--- src/rtl/round_robin_dispatch_if.sv ---
// Handshake and operand bus between the operand source, the dispatcher and
// its array of computational units. The dispatcher uses the slave modport;
// the surrounding environment (source plus units) uses the master modport.
interface round_robin_dispatch_if #(
    parameter int width     = 16,
    parameter int n_outputs = 4
);

    logic                                up_vld;
    logic [width-1:0]                    up_data;
    logic                                up_rdy;
    logic [n_outputs-1:0]                down_vlds;
    logic [n_outputs-1:0][width-1:0]     down_data;
    logic [n_outputs-1:0]                unit_done;

    modport master (
        output up_vld,
        output up_data,
        output unit_done,
        input  up_rdy,
        input  down_vlds,
        input  down_data
    );

    modport slave (
        input  up_vld,
        input  up_data,
        input  unit_done,
        output up_rdy,
        output down_vlds,
        output down_data
    );

endinterface

--- src/rtl/round_robin_dispatch.sv ---
// Strict round-robin operand dispatcher for an array of non-pipelined,
// variable-latency units. Issue order is always 0,1,...,n-1,0,... so a
// downstream in-order collector can reassemble results. A unit is never
// re-issued until its previous result has come back; completions from idle
// units (including the collision of a completion with an issue to the same
// unit) latch a sticky error flag.
module round_robin_dispatch #(
    parameter int width     = 16,
    parameter int n_outputs = 4
) (
    input  logic                              clk,
    input  logic                              rst,
    round_robin_dispatch_if.slave             bus,
    output logic [$clog2(n_outputs+1)-1:0]    in_flight,
    output logic                              err
);

    localparam int cw = $clog2(n_outputs + 1);
    localparam int pw = (n_outputs > 1) ? $clog2(n_outputs) : 1;

    logic [pw-1:0]                    ptr;
    logic [pw-1:0]                    ptr_next;
    logic [n_outputs-1:0]             busy;
    logic [n_outputs-1:0]             vlds_q;
    logic [n_outputs-1:0][width-1:0]  data_q;

    logic                             transfer;
    logic [n_outputs-1:0]             issue_mask;
    logic [n_outputs-1:0]             valid_done;
    logic [n_outputs-1:0]             bad_done;
    logic [cw-1:0]                    done_count;

    assign bus.up_rdy    = rst & ~busy[ptr];
    assign bus.down_vlds = vlds_q;
    assign bus.down_data = data_q;

    // Decode this cycle's transfer, the unit it targets, and classify completions.
    always_comb begin
        transfer   = bus.up_vld & bus.up_rdy;
        issue_mask = '0;
        issue_mask[ptr] = transfer;
        valid_done = bus.unit_done & busy;
        bad_done   = bus.unit_done & ~busy;
        ptr_next   = (ptr == pw'(n_outputs - 1)) ? '0 : ptr + pw'(1);
        done_count = '0;
        for (int i = 0; i < n_outputs; i++) begin
            done_count = done_count + cw'(valid_done[i]);
        end
    end

    // Issue pointer, busy flags, start pulses, operand registers, counter and error flag.
    always_ff @(posedge clk) begin
        if (!rst) begin
            ptr       <= '0;
            busy      <= '0;
            vlds_q    <= '0;
            data_q    <= '0;
            in_flight <= '0;
            err       <= 1'b0;
        end else begin
            vlds_q    <= issue_mask;
            busy      <= (busy & ~valid_done) | issue_mask;
            in_flight <= in_flight + cw'(transfer) - done_count;
            if (transfer) begin
                data_q[ptr] <= bus.up_data;
                ptr         <= ptr_next;
            end
            if (|bad_done) begin
                err <= 1'b1;
            end
        end
    end

endmodule

--- src/flat_wrapper.sv ---
// flat-port wrapper written by rule: the top's interface ports become plain ports
module round_robin_dispatch_flat 
#(
    parameter int width     = 16,
    parameter int n_outputs = 4
)
  (clk, rst, in_flight, err, bus_up_vld, bus_up_data, bus_unit_done, bus_up_rdy, bus_down_vlds, bus_down_data);
  round_robin_dispatch_if #(.width(width), .n_outputs(n_outputs)) bus_i ();
  input  logic clk;
  input  logic rst;
  output logic [$clog2(n_outputs+1)-1:0] in_flight;
  output logic err;
  input wire logic [$bits(bus_i.up_vld)-1:0] bus_up_vld;
  input wire logic [$bits(bus_i.up_data)-1:0] bus_up_data;
  input wire logic [$bits(bus_i.unit_done)-1:0] bus_unit_done;
  output wire logic [$bits(bus_i.up_rdy)-1:0] bus_up_rdy;
  output wire logic [$bits(bus_i.down_vlds)-1:0] bus_down_vlds;
  output wire logic [$bits(bus_i.down_data)-1:0] bus_down_data;
  assign bus_i.up_vld = bus_up_vld;
  assign bus_i.up_data = bus_up_data;
  assign bus_i.unit_done = bus_unit_done;
  assign bus_up_rdy = bus_i.up_rdy;
  assign bus_down_vlds = bus_i.down_vlds;
  assign bus_down_data = bus_i.down_data;
  round_robin_dispatch #(.width(width), .n_outputs(n_outputs)) u_core (.clk(clk), .rst(rst), .bus(bus_i), .in_flight(in_flight), .err(err));
endmodule
--- config.mk ---
export PLATFORM = sky130hd
export DESIGN_NAME = round_robin_dispatch_flat
export DESIGN_NICKNAME = d
export VERILOG_FILES = /design/src/rtl/round_robin_dispatch_if.sv /design/src/rtl/round_robin_dispatch.sv /design/src/flat_wrapper.sv
export SDC_FILE = /design/constraint.sdc
export NUM_CORES = 1
export LEC_CHECK = 0
export ABC_AREA = 1
export CAP_MARGIN = 20
export CORE_AREA = 2 2 101 103
export CTS_CLUSTER_DIAMETER = 30
export CTS_CLUSTER_SIZE = 14
export DETAILED_ROUTE_END_ITERATION = 12
export DIE_AREA = 0 0 103 105
export PLACE_DENSITY_LB_ADDON = 0.3
export SLEW_MARGIN = 20
export SYNTH_ARGS = -nofsm -noshare
export SYNTH_HDL_FRONTEND = slang
export SYNTH_SLANG_ARGS = --single-unit
--- constraint.sdc ---
create_clock -name clk -period 3 [get_ports clk]
set_input_delay 0.9 -clock clk [delete_from_list [all_inputs] [get_ports clk]]
set_output_delay 0.9 -clock clk [all_outputs]
set_load 0.005 [all_outputs]
# ---- After elaboration in Yosys (flattened, before gate mapping)
# Cells that the tools add are included.
dict set report word_totals {
  input_bits 23
  regBits 78
  wordCells 38
}
dict set report op_classes {
  bitwise_logic 10
  magnitude_cmp 2
  mux 8
  n_eq_ne 1
  reduce_logical 2
  addsub 6
}
# op count
set ops {}
lappend ops {{64-bit bitwise mux} 1}
lappend ops {{16-bit demux with 2-bit select} 1}
lappend ops {{4-bit AND} 4}
lappend ops {{16-bit 2-to-1 mux} 1}
lappend ops {{3-bit by 1-bit adder with 3-bit output} 3}
lappend ops {{4-bit NOT} 2}
lappend ops {{4-bit OR} 1}
lappend ops {{4-bit OR reduction} 1}
lappend ops {{2-bit by 3-bit less-than comparator with 1-bit output, second input constant} 1}
lappend ops {{3-bit subtractor} 1}
lappend ops {{1-bit by 1-bit adder with 2-bit output} 1}
lappend ops {{2-bit by 1-bit adder with 2-bit output, second input constant} 1}
lappend ops {{1-bit AND} 2}
lappend ops {{1-bit binary-select mux with 2-bit select} 1}
lappend ops {{1-bit demux with 2-bit select} 1}
lappend ops {{2-bit equality test, second input constant} 1}
lappend ops {{2-bit by 1-bit >= comparator with 1-bit output, second input constant} 1}
lappend ops {{1-bit 2-to-1 mux} 2}
lappend ops {{2-bit 2-to-1 mux} 1}
lappend ops {{1-bit logical AND} 1}
lappend ops {{1-bit NOT} 1}

# ---- Longest topological paths before layout
dict set report depth {
  word_depth 7
  ltp_mapped 13
  mapped_depth_nobuf 13
}

# ---- Worst setup path after synthesis
# OpenSTA, ideal clock, no wires.
dict set report synth_path {
  path_kind {input port to flip-flop}
  from {input bus_unit_done[2]}
  to {register u_core.in_flight[2]}
  required_ns 2.877
  setup_slack_ns -0.034
  cell_stages 11
  setup_time_ns 0.123
  arrival_time_ns 2.911
  path_buffers 0
  path_cell_list {nand2_1 -> inv_1 -> fa_1 -> fa_1 -> inv_1 -> fa_1 -> ha_1 -> xnor2_1 -> inv_1 -> o21ai_0 -> a21oi_1}
}
dict set report synth_via {
  elab_chain_len 4
}
# item line_no
set synth_lines {}
lappend synth_lines {{from (decl)} flat_wrapper.sv:15} ;# input wire logic [$bits(bus_i.unit_done)-1:0] bus_unit_done;
lappend synth_lines {{4-bit AND} round_robin_dispatch.sv:42} ;# valid_done = bus.unit_done & busy;
lappend synth_lines {{3-bit by 1-bit adder with 3-bit output (2 in series)} round_robin_dispatch.sv:47} ;# done_count = done_count + cw'(valid_done[i]);
lappend synth_lines {{3-bit subtractor} round_robin_dispatch.sv:63} ;# in_flight <= in_flight + cw'(transfer) - done_count;
lappend synth_lines {{to (signal assigned)} round_robin_dispatch.sv:63}
lappend synth_lines {{to (decl)} round_robin_dispatch.sv:14} ;# output logic [$clog2(n_outputs+1)-1:0] in_flight,
# Every way passes these cells.
# A chain may end at the register's enable or synchronous reset.

# ---- Final worst setup path
dict set report layout_path {
  from {input bus_unit_done[1]}
  to {register u_core.in_flight[2]}
}
dict set report layout_via {
  elab_chain_len 5
}
# item line_no
set layout_lines {}
lappend layout_lines {{4-bit AND} round_robin_dispatch.sv:42}
lappend layout_lines {{1-bit by 1-bit adder with 2-bit output} round_robin_dispatch.sv:47}
lappend layout_lines {{3-bit by 1-bit adder with 3-bit output (2 in series)} round_robin_dispatch.sv:47}
lappend layout_lines {{3-bit subtractor} round_robin_dispatch.sv:63}
# Every way passes these cells.

==> metrics.yaml <==
yosysTopAreaCellShare_pct: 45.3
finalCritPeriodShare_pct: 95.8
die_w_um: 103
critical_path_class: "in -> reg"
vias: 3008
max_freq_ghz: 0.348
antenna_cells: 0
fin_nets: 622
antenna_found_initial: 0
io_buffers: 95
grt_max_degree: 61
fp.dieH_um: 105
relSlewSlack_pct: 54.3
clock_sink_count: 78
synthToLayoutAreaGrowth_pct: 34.6
ir_drop_mv: 0.182
hold_start: "u_core.busy[1]"
cts.path.max_buffers: 2
cts_max_level: 3
synthArstFlopShare_pct: 0
maxCapViolations: 0
synth_area_sq_mm: 0.00345
dp_cells: 708
ys.flop_type: "dfxtp_1"
core-area_sq_mm: 0.00964
rsz0062_at_grt: "false"
yosysSeqAreaShare_pct: 45.3
tightest_slew_ns: 0.685
rows: 36
start_util_pct: 35.8
first_pass_iters: 4
vias_per_cell: 4.15
overflow: 0
synth_cells: 494
dp_hpwl_mm: 5.49
pin_count: 96
dieArea_sq_mm: 0.0108
first_iter_violations: 93
stdcell_area_sq_mm: 0.00464
status: "complete, no violations"
ys_ff_latch: 78
synth_cell_type_count: 20
placed_area_sq_mm: 0.00446
crit_required_ns: 3.23
post-route-util_pct: 48.2
detail-route-antenna-nets: 0
setup_viol: 0
hold_violations: 0
synth.area.top_cells: "dfxtp_1 45%, nand2_1 16%, nor2_1 14%"
cts_tree: "built"
path_clk_slew_ns: 0.08
finalClockSkew_ns: 0.0126
final_cells: 724
cp.arrival_ns: 3.11
leakage_nw: 2.33
end_kind: "flip-flop"
drc: 0
hold_class: "reg -> reg"
setup_tns_ns: 0
grt_pass1_vias: 2718
synth_edf_count: 0
grt_pass1_wl_mm: 13.2
startpoint: "bus_unit_done[1]"
insertion_delay_ns: 0.34
yosys_warnings: 0
crit_fanout: 2
cts-root-buf: "clkbuf_8"
critPathLaunchType: "input port"
power.total_mw: 2.12
grt_use_total_pct: 15.7
synth_area_leader_cell: "dfxtp_1"
cts_inserted_buffers: 9
power_density_mw_per_mm2: 456
r2r-start: "u_core.ptr[0]"
synthTopCellsByCount: "143 x nand2_1, 131 x nor2_1, 79 x inv_1"
synth_most_common_cell: "nand2_1"
period_minus_slack_ns: 2.87
gp_congestion: 0.759
avgSynthCellArea_sq_um: 6.99
routed_wl_mm: 7.97
drive_above_1_share_pct: 7.28
syn_nets: 529
wire_per_inst_um: 11.0
slew_viol_final: 0
-- state kept, by name, summed over array words and instances (netlist names) --
name / cells
u_core.bus.down_data: 64
u_core.bus.down_vlds: 4
u_core.busy: 4
u_core.err: 1
u_core.in_flight: 3
u_core.ptr: 2
-- layer usage --
layer  track usage (%)  up-vias  wire length, um
li1                  -     1608                -
met1              21.5     1319             3790
met2              23.3       73             3620
met3              3.55        8              458
met4              7.05        0              103
met5                 0        -                0
-- report_power, final --
part | internal (mW) | switching [mW]
registers | 1.08 | 0.0278
logic | 0.153 | 0.154
clock network | 0.337 | 0.365
total | 1.57 | 0.546
-- worst max-delay path, stage by stage --
cell	delay (ns)
dlygate4sd2_1	0.24
nand2_1	0.07
inv_2	0.04
fa_1	0.47
fa_2	0.37
inv_2	0.06
fa_1	0.41
ha_2	0.20
xnor2_1	0.12
inv_1	0.06
o21ai_1	0.12
a21oi_1	0.04
-- logic make-up after synthesis --
family	count (synthesis)	synth area share, %
buf+inv	106	13.8
simple gates	284	33.6
flops	78	45.3
fa+ha+maj	12	5.00
xor+xnor	2	0.508
compound gates	12	1.81
-- per-stage QoR --
step	worst slack (ns)	hold slack, ns
2_1_floorplan	0.0119	0.469
3_3_place_gp	-0.497	0.477
3_5_place_dp	-0.573	0.495
4_1_cts	0.121	0.507
5_1_grt	0.00220	0.525
6_report	0.126	0.504
-- cells in the final DEF, fill, tap and decap left out, drive strengths merged --
cell / instances
clkinv: 3
o21ai: 2
buf: 9
clkdlybuf4s50: 91
nor3: 1
nand2: 144
xnor2: 2
dfxtp: 78
fa: 3
a21oi: 8
nor2: 131
nand4: 4
o22ai: 2
clkinvlp: 1
inv: 85
dlygate4sd2: 1
ha: 9
nand3: 4
clkdlybuf4s15: 2
clkbuf: 11
-- final timing paths --
| kind | endpoint | slack, ns | cells after the start |
|---|---|---|---|
| worst min-delay path | u_core.busy[1] | 0.50 | 2 |
| worst max register to register | u_core.in_flight[2] | 0.37 | 13 |
| worst min register to register | u_core.busy[1] | 0.50 | 2 |
| worst max-delay path | u_core.in_flight[2] | 0.13 | 12 |
-- layout make-up --
type,instances,area (sq um)
fill,984,5000
sequential,78,1560
multi-input combinational,310,1420
timing repair buffer,103,1000
inverter,85,319
tap,133,166
clock buffer,11,151
clock inverter,4,22.5
-- timing repair --
item,4_1_cts,5_1_grt
gates resized for setup,8,2
hold endpoints to repair,0,0
hold buffers,0,0
pin swaps,6,6
setup endpoints to repair,1,1
setup buffers,0,1
Power figures use the tool's default switching activity.
